===== src/rtl/sw_job_scheduler_pkg.sv =====
// Shared definitions for the SmithWaterman job scheduler: default widths,
// FSM state encoding and descriptor sizing.
package sw_job_scheduler_pkg;

  localparam int unsigned SW_MATCH_BIT  = 8;
  localparam int unsigned SW_CALC_BIT   = 16;
  localparam int unsigned SW_IDX_BIT    = 8;
  localparam int unsigned DRAIN_CYC_DEF = 8;
  localparam int unsigned WAKE_TMO_DEF  = 4;

  typedef enum logic [2:0] {
    ST_IDLE   = 3'd0,
    ST_LAUNCH = 3'd1,
    ST_WAKE   = 3'd2,
    ST_RUN    = 3'd3,
    ST_DRAIN  = 3'd4,
    ST_EMIT   = 3'd5
  } sched_state_e;

  // Descriptor = four scoring magnitudes followed by the tag.
  function automatic int unsigned desc_width(input int unsigned match_bit,
                                             input int unsigned tag_bit);
    return 4 * match_bit + tag_bit;
  endfunction

endpackage


===== src/rtl/sw_job_scheduler_if.sv =====
// Scheduler <-> SmithWaterman core control/result bundle.
interface sw_job_scheduler_if #(
  parameter int unsigned MATCH_BIT = sw_job_scheduler_pkg::SW_MATCH_BIT,
  parameter int unsigned CALC_BIT  = sw_job_scheduler_pkg::SW_CALC_BIT,
  parameter int unsigned IDX_BIT   = sw_job_scheduler_pkg::SW_IDX_BIT
);
  logic                 sw_start_o;
  logic [MATCH_BIT-1:0] sw_match_o;
  logic [MATCH_BIT-1:0] sw_mismatch_o;
  logic [MATCH_BIT-1:0] sw_alpha_o;
  logic [MATCH_BIT-1:0] sw_beta_o;
  logic                 sw_busy_i;
  logic                 sw_valid_i;
  logic [CALC_BIT-1:0]  sw_max_i;
  logic [IDX_BIT-1:0]   sw_idx_i;
  logic                 sw_change_q_i;

  modport master (
    output sw_start_o, sw_match_o, sw_mismatch_o, sw_alpha_o, sw_beta_o,
    input  sw_busy_i, sw_valid_i, sw_max_i, sw_idx_i, sw_change_q_i
  );

  modport slave (
    input  sw_start_o, sw_match_o, sw_mismatch_o, sw_alpha_o, sw_beta_o,
    output sw_busy_i, sw_valid_i, sw_max_i, sw_idx_i, sw_change_q_i
  );
endinterface


===== src/rtl/sw_job_fifo.sv =====
// Synchronous job descriptor FIFO with registered count, ready and empty flags.
module sw_job_fifo #(
  parameter int unsigned WIDTH = 8,
  parameter int unsigned DEPTH = 4
) (
  input  logic             clk,
  input  logic             rst_n,
  input  logic             wr_en_i,
  input  logic [WIDTH-1:0] wr_data_i,
  output logic             wr_ready_o,
  input  logic             rd_en_i,
  output logic [WIDTH-1:0] rd_data_c,
  output logic             empty_o
);
  localparam int unsigned AW = $clog2(DEPTH);
  localparam int unsigned CW = AW + 1;

  logic [WIDTH-1:0] mem [DEPTH];
  logic [AW-1:0]    wr_ptr_q, rd_ptr_q;
  logic [CW-1:0]    count_q, count_d;
  logic             push, pop;

  assign push = wr_en_i & wr_ready_o;
  assign pop  = rd_en_i & ~empty_o;

  always_comb begin
    count_d = count_q + CW'(push) - CW'(pop);
  end

  // Flags are derived from the next count so they are plain registers.
  always_ff @(posedge clk or negedge rst_n) begin
    if (!rst_n) begin
      wr_ptr_q   <= '0;
      rd_ptr_q   <= '0;
      count_q    <= '0;
      wr_ready_o <= 1'b1;
      empty_o    <= 1'b1;
    end else begin
      if (push) wr_ptr_q <= wr_ptr_q + AW'(1);
      if (pop)  rd_ptr_q <= rd_ptr_q + AW'(1);
      count_q    <= count_d;
      wr_ready_o <= (count_d != CW'(DEPTH));
      empty_o    <= (count_d == '0);
    end
  end

  always_ff @(posedge clk) begin
    if (push) mem[wr_ptr_q] <= wr_data_i;
  end

  assign rd_data_c = mem[rd_ptr_q];

endmodule


===== src/rtl/sw_job_scheduler.sv =====
// Batch controller: queues alignment jobs, launches them on the SmithWaterman
// core one at a time and emits one tracked result record per job.
module sw_job_scheduler
  import sw_job_scheduler_pkg::*;
#(
  parameter int unsigned MATCH_BIT = SW_MATCH_BIT,
  parameter int unsigned CALC_BIT  = SW_CALC_BIT,
  parameter int unsigned IDX_BIT   = SW_IDX_BIT,
  parameter int unsigned TAG_BIT   = 4,
  parameter int unsigned JOB_DEPTH = 4,
  parameter int unsigned DRAIN_CYC = DRAIN_CYC_DEF,
  parameter int unsigned WAKE_TMO  = WAKE_TMO_DEF
) (
  input  logic                 clk,
  input  logic                 rst_n,
  input  logic                 en_i,
  input  logic                 job_valid_i,
  output logic                 job_ready_o,
  input  logic [MATCH_BIT-1:0] job_match_i,
  input  logic [MATCH_BIT-1:0] job_mismatch_i,
  input  logic [MATCH_BIT-1:0] job_alpha_i,
  input  logic [MATCH_BIT-1:0] job_beta_i,
  input  logic [TAG_BIT-1:0]   job_tag_i,
  sw_job_scheduler_if.master   core,
  output logic                 res_valid_o,
  input  logic                 res_ready_i,
  output logic [TAG_BIT-1:0]   res_tag_o,
  output logic [CALC_BIT-1:0]  res_score_o,
  output logic [IDX_BIT-1:0]   res_idx_o,
  output logic [7:0]           res_nq_o,
  output logic                 res_err_o,
  output logic [15:0]          jobs_done_o
);
  localparam int unsigned DESC_W = desc_width(MATCH_BIT, TAG_BIT);
  localparam int unsigned DCW    = $clog2(DRAIN_CYC + 1);
  localparam int unsigned TCW    = $clog2(WAKE_TMO + 1);

  sched_state_e         state_q, state_d;
  logic                 pop, tmo_fire, accept, track;
  logic                 fifo_empty;
  logic [DESC_W-1:0]    fifo_head;
  logic [MATCH_BIT-1:0] hd_match, hd_mismatch, hd_alpha, hd_beta;
  logic [TAG_BIT-1:0]   hd_tag;
  logic [DCW-1:0]       drain_cnt_q;
  logic [TCW-1:0]       tmo_cnt_q;

  sw_job_fifo #(
    .WIDTH (DESC_W),
    .DEPTH (JOB_DEPTH)
  ) u_fifo (
    .clk        (clk),
    .rst_n      (rst_n),
    .wr_en_i    (job_valid_i),
    .wr_data_i  ({job_match_i, job_mismatch_i, job_alpha_i, job_beta_i, job_tag_i}),
    .wr_ready_o (job_ready_o),
    .rd_en_i    (pop),
    .rd_data_c  (fifo_head),
    .empty_o    (fifo_empty)
  );

  assign {hd_match, hd_mismatch, hd_alpha, hd_beta, hd_tag} = fifo_head;

  assign track  = (state_q == ST_WAKE) || (state_q == ST_RUN) || (state_q == ST_DRAIN);
  assign accept = (state_q == ST_EMIT) && res_ready_i;

  always_ff @(posedge clk or negedge rst_n) begin
    if (!rst_n) state_q <= ST_IDLE;
    else        state_q <= state_d;
  end

  // Next-state logic; busy re-rising always wins over drain/timeout expiry.
  always_comb begin
    state_d  = state_q;
    pop      = 1'b0;
    tmo_fire = 1'b0;
    unique case (state_q)
      ST_IDLE: begin
        if (en_i && !fifo_empty) begin
          state_d = ST_LAUNCH;
          pop     = 1'b1;
        end
      end
      ST_LAUNCH: state_d = ST_WAKE;
      ST_WAKE: begin
        if (core.sw_busy_i) begin
          state_d = ST_RUN;
        end else if (tmo_cnt_q == TCW'(WAKE_TMO - 1)) begin
          state_d  = ST_EMIT;
          tmo_fire = 1'b1;
        end
      end
      ST_RUN: begin
        if (!core.sw_busy_i) state_d = ST_DRAIN;
      end
      ST_DRAIN: begin
        if (core.sw_busy_i)                             state_d = ST_RUN;
        else if (drain_cnt_q == DCW'(DRAIN_CYC - 1))    state_d = ST_EMIT;
      end
      ST_EMIT: begin
        if (res_ready_i) state_d = ST_IDLE;
      end
      default: state_d = ST_IDLE;
    endcase
  end

  // Launch parameters, result tracking and counters.
  always_ff @(posedge clk or negedge rst_n) begin
    if (!rst_n) begin
      core.sw_start_o    <= 1'b0;
      core.sw_match_o    <= '0;
      core.sw_mismatch_o <= '0;
      core.sw_alpha_o    <= '0;
      core.sw_beta_o     <= '0;
      res_valid_o        <= 1'b0;
      res_tag_o          <= '0;
      res_score_o        <= '0;
      res_idx_o          <= '0;
      res_nq_o           <= '0;
      res_err_o          <= 1'b0;
      jobs_done_o        <= '0;
      drain_cnt_q        <= '0;
      tmo_cnt_q          <= '0;
    end else begin
      core.sw_start_o <= (state_d == ST_LAUNCH);
      res_valid_o     <= (state_d == ST_EMIT);

      if (pop) begin
        core.sw_match_o    <= hd_match;
        core.sw_mismatch_o <= hd_mismatch;
        core.sw_alpha_o    <= hd_alpha;
        core.sw_beta_o     <= hd_beta;
        res_tag_o          <= hd_tag;
        res_score_o        <= '0;
        res_idx_o          <= '0;
        res_nq_o           <= '0;
        res_err_o          <= 1'b0;
      end else if (track) begin
        if (core.sw_valid_i && (core.sw_max_i > res_score_o)) begin
          res_score_o <= core.sw_max_i;
          res_idx_o   <= core.sw_idx_i;
        end
        if (core.sw_change_q_i && (res_nq_o != 8'hFF)) res_nq_o <= res_nq_o + 8'd1;
        if (tmo_fire) res_err_o <= 1'b1;
      end

      tmo_cnt_q   <= (state_q == ST_WAKE)  ? tmo_cnt_q + TCW'(1)   : '0;
      drain_cnt_q <= (state_q == ST_DRAIN) ? drain_cnt_q + DCW'(1) : '0;

      if (accept) jobs_done_o <= jobs_done_o + 16'd1;
    end
  end

endmodule


===== src/flat_wrapper.sv =====
// flat-port wrapper written by rule: the top's interface ports become plain ports
module sw_job_scheduler_flat import sw_job_scheduler_pkg::*;
#(
  parameter int unsigned MATCH_BIT = SW_MATCH_BIT,
  parameter int unsigned CALC_BIT  = SW_CALC_BIT,
  parameter int unsigned IDX_BIT   = SW_IDX_BIT,
  parameter int unsigned TAG_BIT   = 4,
  parameter int unsigned JOB_DEPTH = 4,
  parameter int unsigned DRAIN_CYC = DRAIN_CYC_DEF,
  parameter int unsigned WAKE_TMO  = WAKE_TMO_DEF
)
  (clk, rst_n, en_i, job_valid_i, job_ready_o, job_match_i, job_mismatch_i, job_alpha_i, job_beta_i, job_tag_i, res_valid_o, res_ready_i, res_tag_o, res_score_o, res_idx_o, res_nq_o, res_err_o, jobs_done_o, core_sw_start_o, core_sw_match_o, core_sw_mismatch_o, core_sw_alpha_o, core_sw_beta_o, core_sw_busy_i, core_sw_valid_i, core_sw_max_i, core_sw_idx_i, core_sw_change_q_i);
  sw_job_scheduler_if #(.MATCH_BIT(MATCH_BIT), .CALC_BIT(CALC_BIT), .IDX_BIT(IDX_BIT)) core_i ();
  input  logic clk;
  input  logic rst_n;
  input  logic en_i;
  input  logic job_valid_i;
  output logic job_ready_o;
  input  logic [MATCH_BIT-1:0] job_match_i;
  input  logic [MATCH_BIT-1:0] job_mismatch_i;
  input  logic [MATCH_BIT-1:0] job_alpha_i;
  input  logic [MATCH_BIT-1:0] job_beta_i;
  input  logic [TAG_BIT-1:0] job_tag_i;
  output logic res_valid_o;
  input  logic res_ready_i;
  output logic [TAG_BIT-1:0] res_tag_o;
  output logic [CALC_BIT-1:0] res_score_o;
  output logic [IDX_BIT-1:0] res_idx_o;
  output logic [7:0] res_nq_o;
  output logic res_err_o;
  output logic [15:0] jobs_done_o;
  output wire logic [$bits(core_i.sw_start_o)-1:0] core_sw_start_o;
  output wire logic [$bits(core_i.sw_match_o)-1:0] core_sw_match_o;
  output wire logic [$bits(core_i.sw_mismatch_o)-1:0] core_sw_mismatch_o;
  output wire logic [$bits(core_i.sw_alpha_o)-1:0] core_sw_alpha_o;
  output wire logic [$bits(core_i.sw_beta_o)-1:0] core_sw_beta_o;
  input wire logic [$bits(core_i.sw_busy_i)-1:0] core_sw_busy_i;
  input wire logic [$bits(core_i.sw_valid_i)-1:0] core_sw_valid_i;
  input wire logic [$bits(core_i.sw_max_i)-1:0] core_sw_max_i;
  input wire logic [$bits(core_i.sw_idx_i)-1:0] core_sw_idx_i;
  input wire logic [$bits(core_i.sw_change_q_i)-1:0] core_sw_change_q_i;
  assign core_sw_start_o = core_i.sw_start_o;
  assign core_sw_match_o = core_i.sw_match_o;
  assign core_sw_mismatch_o = core_i.sw_mismatch_o;
  assign core_sw_alpha_o = core_i.sw_alpha_o;
  assign core_sw_beta_o = core_i.sw_beta_o;
  assign core_i.sw_busy_i = core_sw_busy_i;
  assign core_i.sw_valid_i = core_sw_valid_i;
  assign core_i.sw_max_i = core_sw_max_i;
  assign core_i.sw_idx_i = core_sw_idx_i;
  assign core_i.sw_change_q_i = core_sw_change_q_i;
  sw_job_scheduler #(.MATCH_BIT(MATCH_BIT), .CALC_BIT(CALC_BIT), .IDX_BIT(IDX_BIT), .TAG_BIT(TAG_BIT), .JOB_DEPTH(JOB_DEPTH), .DRAIN_CYC(DRAIN_CYC), .WAKE_TMO(WAKE_TMO)) u_core (.clk(clk), .rst_n(rst_n), .en_i(en_i), .job_valid_i(job_valid_i), .job_ready_o(job_ready_o), .job_match_i(job_match_i), .job_mismatch_i(job_mismatch_i), .job_alpha_i(job_alpha_i), .job_beta_i(job_beta_i), .job_tag_i(job_tag_i), .core(core_i), .res_valid_o(res_valid_o), .res_ready_i(res_ready_i), .res_tag_o(res_tag_o), .res_score_o(res_score_o), .res_idx_o(res_idx_o), .res_nq_o(res_nq_o), .res_err_o(res_err_o), .jobs_done_o(jobs_done_o));
endmodule

===== config.mk =====
export PLATFORM = sky130hd
export DESIGN_NAME = sw_job_scheduler_flat
export DESIGN_NICKNAME = d
export VERILOG_FILES = /design/src/rtl/sw_job_scheduler_pkg.sv /design/src/rtl/sw_job_scheduler_if.sv /design/src/rtl/sw_job_fifo.sv /design/src/rtl/sw_job_scheduler.sv /design/src/flat_wrapper.sv
export SDC_FILE = /design/constraint.sdc
export NUM_CORES = 1
export LEC_CHECK = 0
export CAP_MARGIN = 20
export CORE_MARGIN = 4
export CORE_UTILIZATION = 54
export CTS_CLUSTER_SIZE = 14
export DETAILED_ROUTE_END_ITERATION = 12
export PLACE_DENSITY = 0.8
export SLEW_MARGIN = 40
export SYNTH_ARGS = -nofsm -noshare
export SYNTH_HDL_FRONTEND = slang
export SYNTH_SLANG_ARGS = --single-unit

===== constraint.sdc =====
create_clock -name clk -period 4.17 [get_ports clk]
set_input_delay 0.834 -clock clk [delete_from_list [all_inputs] [get_ports clk]]
set_output_delay 0.834 -clock clk [all_outputs]
set_load 0.01 [all_outputs]

==> impl.org <==
** Outcome
- Status :: finished, final reports clean

** Layout
- Final design instance area without fill :: 12730 um2
- The net count of the finished layout is 955.
- Of the cells placed in the final design, the portion with a size suffix greater than 1 is 0.1115.
- P&R area growth vs syn :: 25.53%
- For this run, the share of the core covered by cells in the final layout is 0.6991.
- Count of inserted antenna diode cells :: 0

** Timing
- For this run, the top clock speed supported by timing is 341.2 MHz.
- Final-report hold violation count :: 0
- The clock arrives with 0.01898 ns of skew.
- Setup violations remaining at the end of the flow were counted as 0.
- Headroom to the max-slew limit came out at 0.5456.
- Transition time at the pin with the least slew margin :: 0.6817 ns
- Setup repair after global routing left no endpoint under its margin.
- The number of max-slew violations in the final report was 0.
- Of the available clock period, the critical path in the final layout requires 0.7027.
- The worst path meets setup with between 1 and 1.5 ns of slack.
- Post-route setup TNS :: 0 ns
- Counting I/O delays and the setup requirement, the final critical path takes between 2 and 3 ns.

** Global routing
- The first global-routing pass estimated 35330 um of wire.
- Number of antenna violations at the first check in global routing :: 0
- Global-route total usage across every layer :: 0.2054
- Total overflow reported by the global router :: 0
- The via count of the first global-routing pass is about 6800.
- Entering global routing, the biggest net connects 88 pins.

** Power and ir drop
- Of the total power, the share spent switching nets is 0.3076.
- The internal power of the cells totals 0.005916 W.
- VDD sags by at most 433.4 uV.
- Of the total power, registers draw 0.437.
- Power spread over the standard cell area amounts to 671.2 nW/um2.
- For this design the total switching power over the nets is between 0.002 and 0.003 W.
- Static power due to leakage :: roughly 5.0 nW
- Relative contribution of the clock network to total power :: 0.262
- Combinational power share :: 0.301

** Yosys
- Number of enable flip-flop cells after synthesis :: 144
- Combinational family with the most area after synthesis :: simple AND/OR/NAND/NOR gates
- Of the synthesized area, sequential elements account for 0.6882.
- Cell variety after synth :: 50
- After synthesis the cells add up to 10140 um2.
- Arithmetic-cell share of the synthesized area counting full adders, half adders and majority gates :: 0.03529
- YS warnings :: 0
- Of the total synthesized cell area, the portion taken by AND, OR, NAND and NOR gates is 0.1061.
- Of all flip-flops after synthesis, the portion carrying an async set or reset was 0.4240.
- Yosys instantiated no cell more often than nand2_1.
- Main synth FF type :: edfxtp_1
- Averaged over all synthesized cells, the footprint is approximately 14 um2.
- Flop and latch count out of synthesis :: 250
- By count the netlist is led by nand2_1 (149), edfxtp_1 (144), dfrtp_1 (104).
- Of the total synthesized cell area, the portion taken by XOR and XNOR cells is 0.02505.
- edfxtp_1 takes more of the synthesized area than any other cell.
- Gate count after technology mapping :: 703
- Synthesized-area fraction occupied by ao, oa, aoi and oai cells :: 0.03270
- Post-Syn Nets :: 799
- By area the synthesized netlist is led by edfxtp_1 (43%), dfrtp_1 (26%), mux4_2 (8.0%), nand2_1 (5.5%), ha_1 (3.3%).
- The share of synthesized area in the top cell type comes to 0.4264.
- Of the post-synthesis cell area, the part taken by muxes is 0.08427.

** Floorplan
- The floorplan step set the die height to approximately 150 um.
- The initial utilization of the core area, before any placement, comes to 0.5569.
- between 150 and 200 I/O pins were placed.
- In this run the core area contains 49 standard-cell rows.
- Area enclosed by the die boundary :: 21040 um2
- The total area inside the core boundary comes to 18210 um2.
- Chip Width :: about 150 um

** Clocking
- In this run the number of H-tree levels came out at 1.
- Buffers inserted to repair hold after CTS numbered 0.
- Clock latency on the worst-skew pair :: 0.52 ns
- Gates resized during post-CTS repair numbered 0.
- Root Buffer Master :: clkbuf_16
- Clock-pin slew was measured on the worst setup and hold paths at 0.07 ns.
- Once the clock tree was built, the setup fixing pass inserted 0 buffers.
- CTS tree :: yes
- CTS Buf Count :: 26
- Clock buffer depth :: 3
- Clock net sink count :: 250

** Detailed routing
- Detailed-router iteration count before antenna repair :: 5
- The detail route stage leaves a number of antenna-violating nets equal to 0.
- Vias/cell :: 5.582
- The routed layout has 6185 vias.
- Iteration-0 DRC Markers :: 352
- In the routed design, unresolved DRC markers number 0.
- For this block, the routed nets add up to ~22000 um of wire.
- Routed len/inst :: 19.47 um

** Placed design
- Post-place setup slack :: approximately 0.76 ns
- RD Place Congestion :: 0.9116
- Cell area after placement :: ~12000 um2
- Detailed placement finished with a half-perimeter wire length of 13870 um.
- In this run the tool buffered the top-level ports with 155 buffer cells.

** Worst setup path
- At the worst endpoint, the arrival time is roughly 3.3 ns.
- Kind of capture point of the worst setup path :: flop
- Along the worst path, the maximum fanout reaches 24.
- Worst Path Class, Setup :: in2reg
- The worst setup path is launched from a primary input.
- At the worst endpoint, the required time is 4.52 ns.

** Worst hold path
- The worst hold path belongs to the class in2async.

** Flow run
- The tool flagged a number of max-cap violations equal to 0.
## power groups by stage
stage          clock network (W)  registers, W  logic (W)
2_1_floorplan                  0       0.00365    0.00161
3_3_place_gp                   0       0.00374    0.00249
3_5_place_dp                   0       0.00379    0.00259
4_1_cts                  0.00229       0.00374    0.00261
5_1_grt                  0.00239       0.00382    0.00283
6_report                 0.00224       0.00373    0.00257
## layout by cell type (no fill, tap or decap), types with 25 or more instances in the layout
master / count
clkbuf_16: 27
mux4_2: 36
inv_1: 27
dfrtp_1: 102
edfxtp_1: 144
xnor2_1: 25
ha_1: 27
nand3_1: 32
nand2_1: 149
clkdlybuf4s50_1: 154
## registers in the layout, summed over array words and instances, names as in the netlist, 4 cells and up
name / count
u_core.u_fifo.mem: 144
u_core.jobs_done_o: 16
u_core.res_score_o: 16
u_core.core.sw_alpha_o: 8
u_core.core.sw_beta_o: 8
u_core.core.sw_match_o: 8
u_core.core.sw_mismatch_o: 8
u_core.res_idx_o: 8
u_core.res_nq_o: 8
u_core.drain_cnt_q: 4
u_core.res_tag_o: 4
## per-stage QoR
step                      power (W)  hold WS, ns  cells
after global placement     0.006237       0.4182   1060
after CTS                  0.008639       0.4224   1108
after floorplan            0.005268       0.4079    703
final                      0.008544       0.2924   1108
after detailed placement   0.006380       0.4352   1060
after global routing       0.009045       0.3353   1108
## kinds of logic (layout without fill, tap and decap cells)
| kind of cell | Yosys count | in the layout |
|---|---|---|
| AO/OA/AOI/OAI | 49 | 49 |
| XOR/XNOR | 29 | 29 |
| multiplexers | 40 | 40 |
| buffers and inverters | 62 | 238 |
| AND/OR/NAND/NOR | 245 | 245 |
| adder cells (fa/ha/maj) | 28 | 28 |
| flip-flops | 250 | 250 |
## layout make-up
type	count	area [um2]
sequential	250	6987
fill	1203	5479
multi-input combinational	391	2903
timing repair buffer	162	1609
clock buffer	35	725.7
tap	229	286.5
clock inverter	13	113.9
inverter	28	105.1
## metal layers
layer / routed length, um / track usage / share of wire
met1: 8731 / 0.2631 / 0.40
met5: 0 / 0 / 0
met2: 10760 / 0.3594 / 0.50
met3: 1673 / 0.04896 / 0.078
met4: 402 / 0.04893 / 0.019
## final timing paths
path / endpoint / cells past startpoint / startpoint / slack, ns
min in group clk: u_core.tmo_cnt_q[0] / 1 / u_core.tmo_cnt_q[0] / 0.45
worst max-delay path: u_core.res_idx_o[1] / 7 / core_sw_max_i[14] / 1.24
worst min-delay path: u_core.tmo_cnt_q[2] / 1 / rst_n / 0.29
max in group asynchronous: u_core.u_fifo.wr_ready_o / 2 / rst_n / 3.00
worst max register to register: u_core.u_fifo.wr_ready_o / 10 / u_core.state_q[1] / 1.55
worst min register to register: u_core.tmo_cnt_q[0] / 1 / u_core.tmo_cnt_q[0] / 0.45
## critical path, cell delays in order
cell and delay (ns):
clkdlybuf4s50_1 0.46, ha_1 0.32, nand4_1 0.19, nor4_2 0.44, a21boi_0 0.33, o31a_2 0.52
o22ai_1 0.19
No activity file was read; power rests on OpenSTA's default activity.
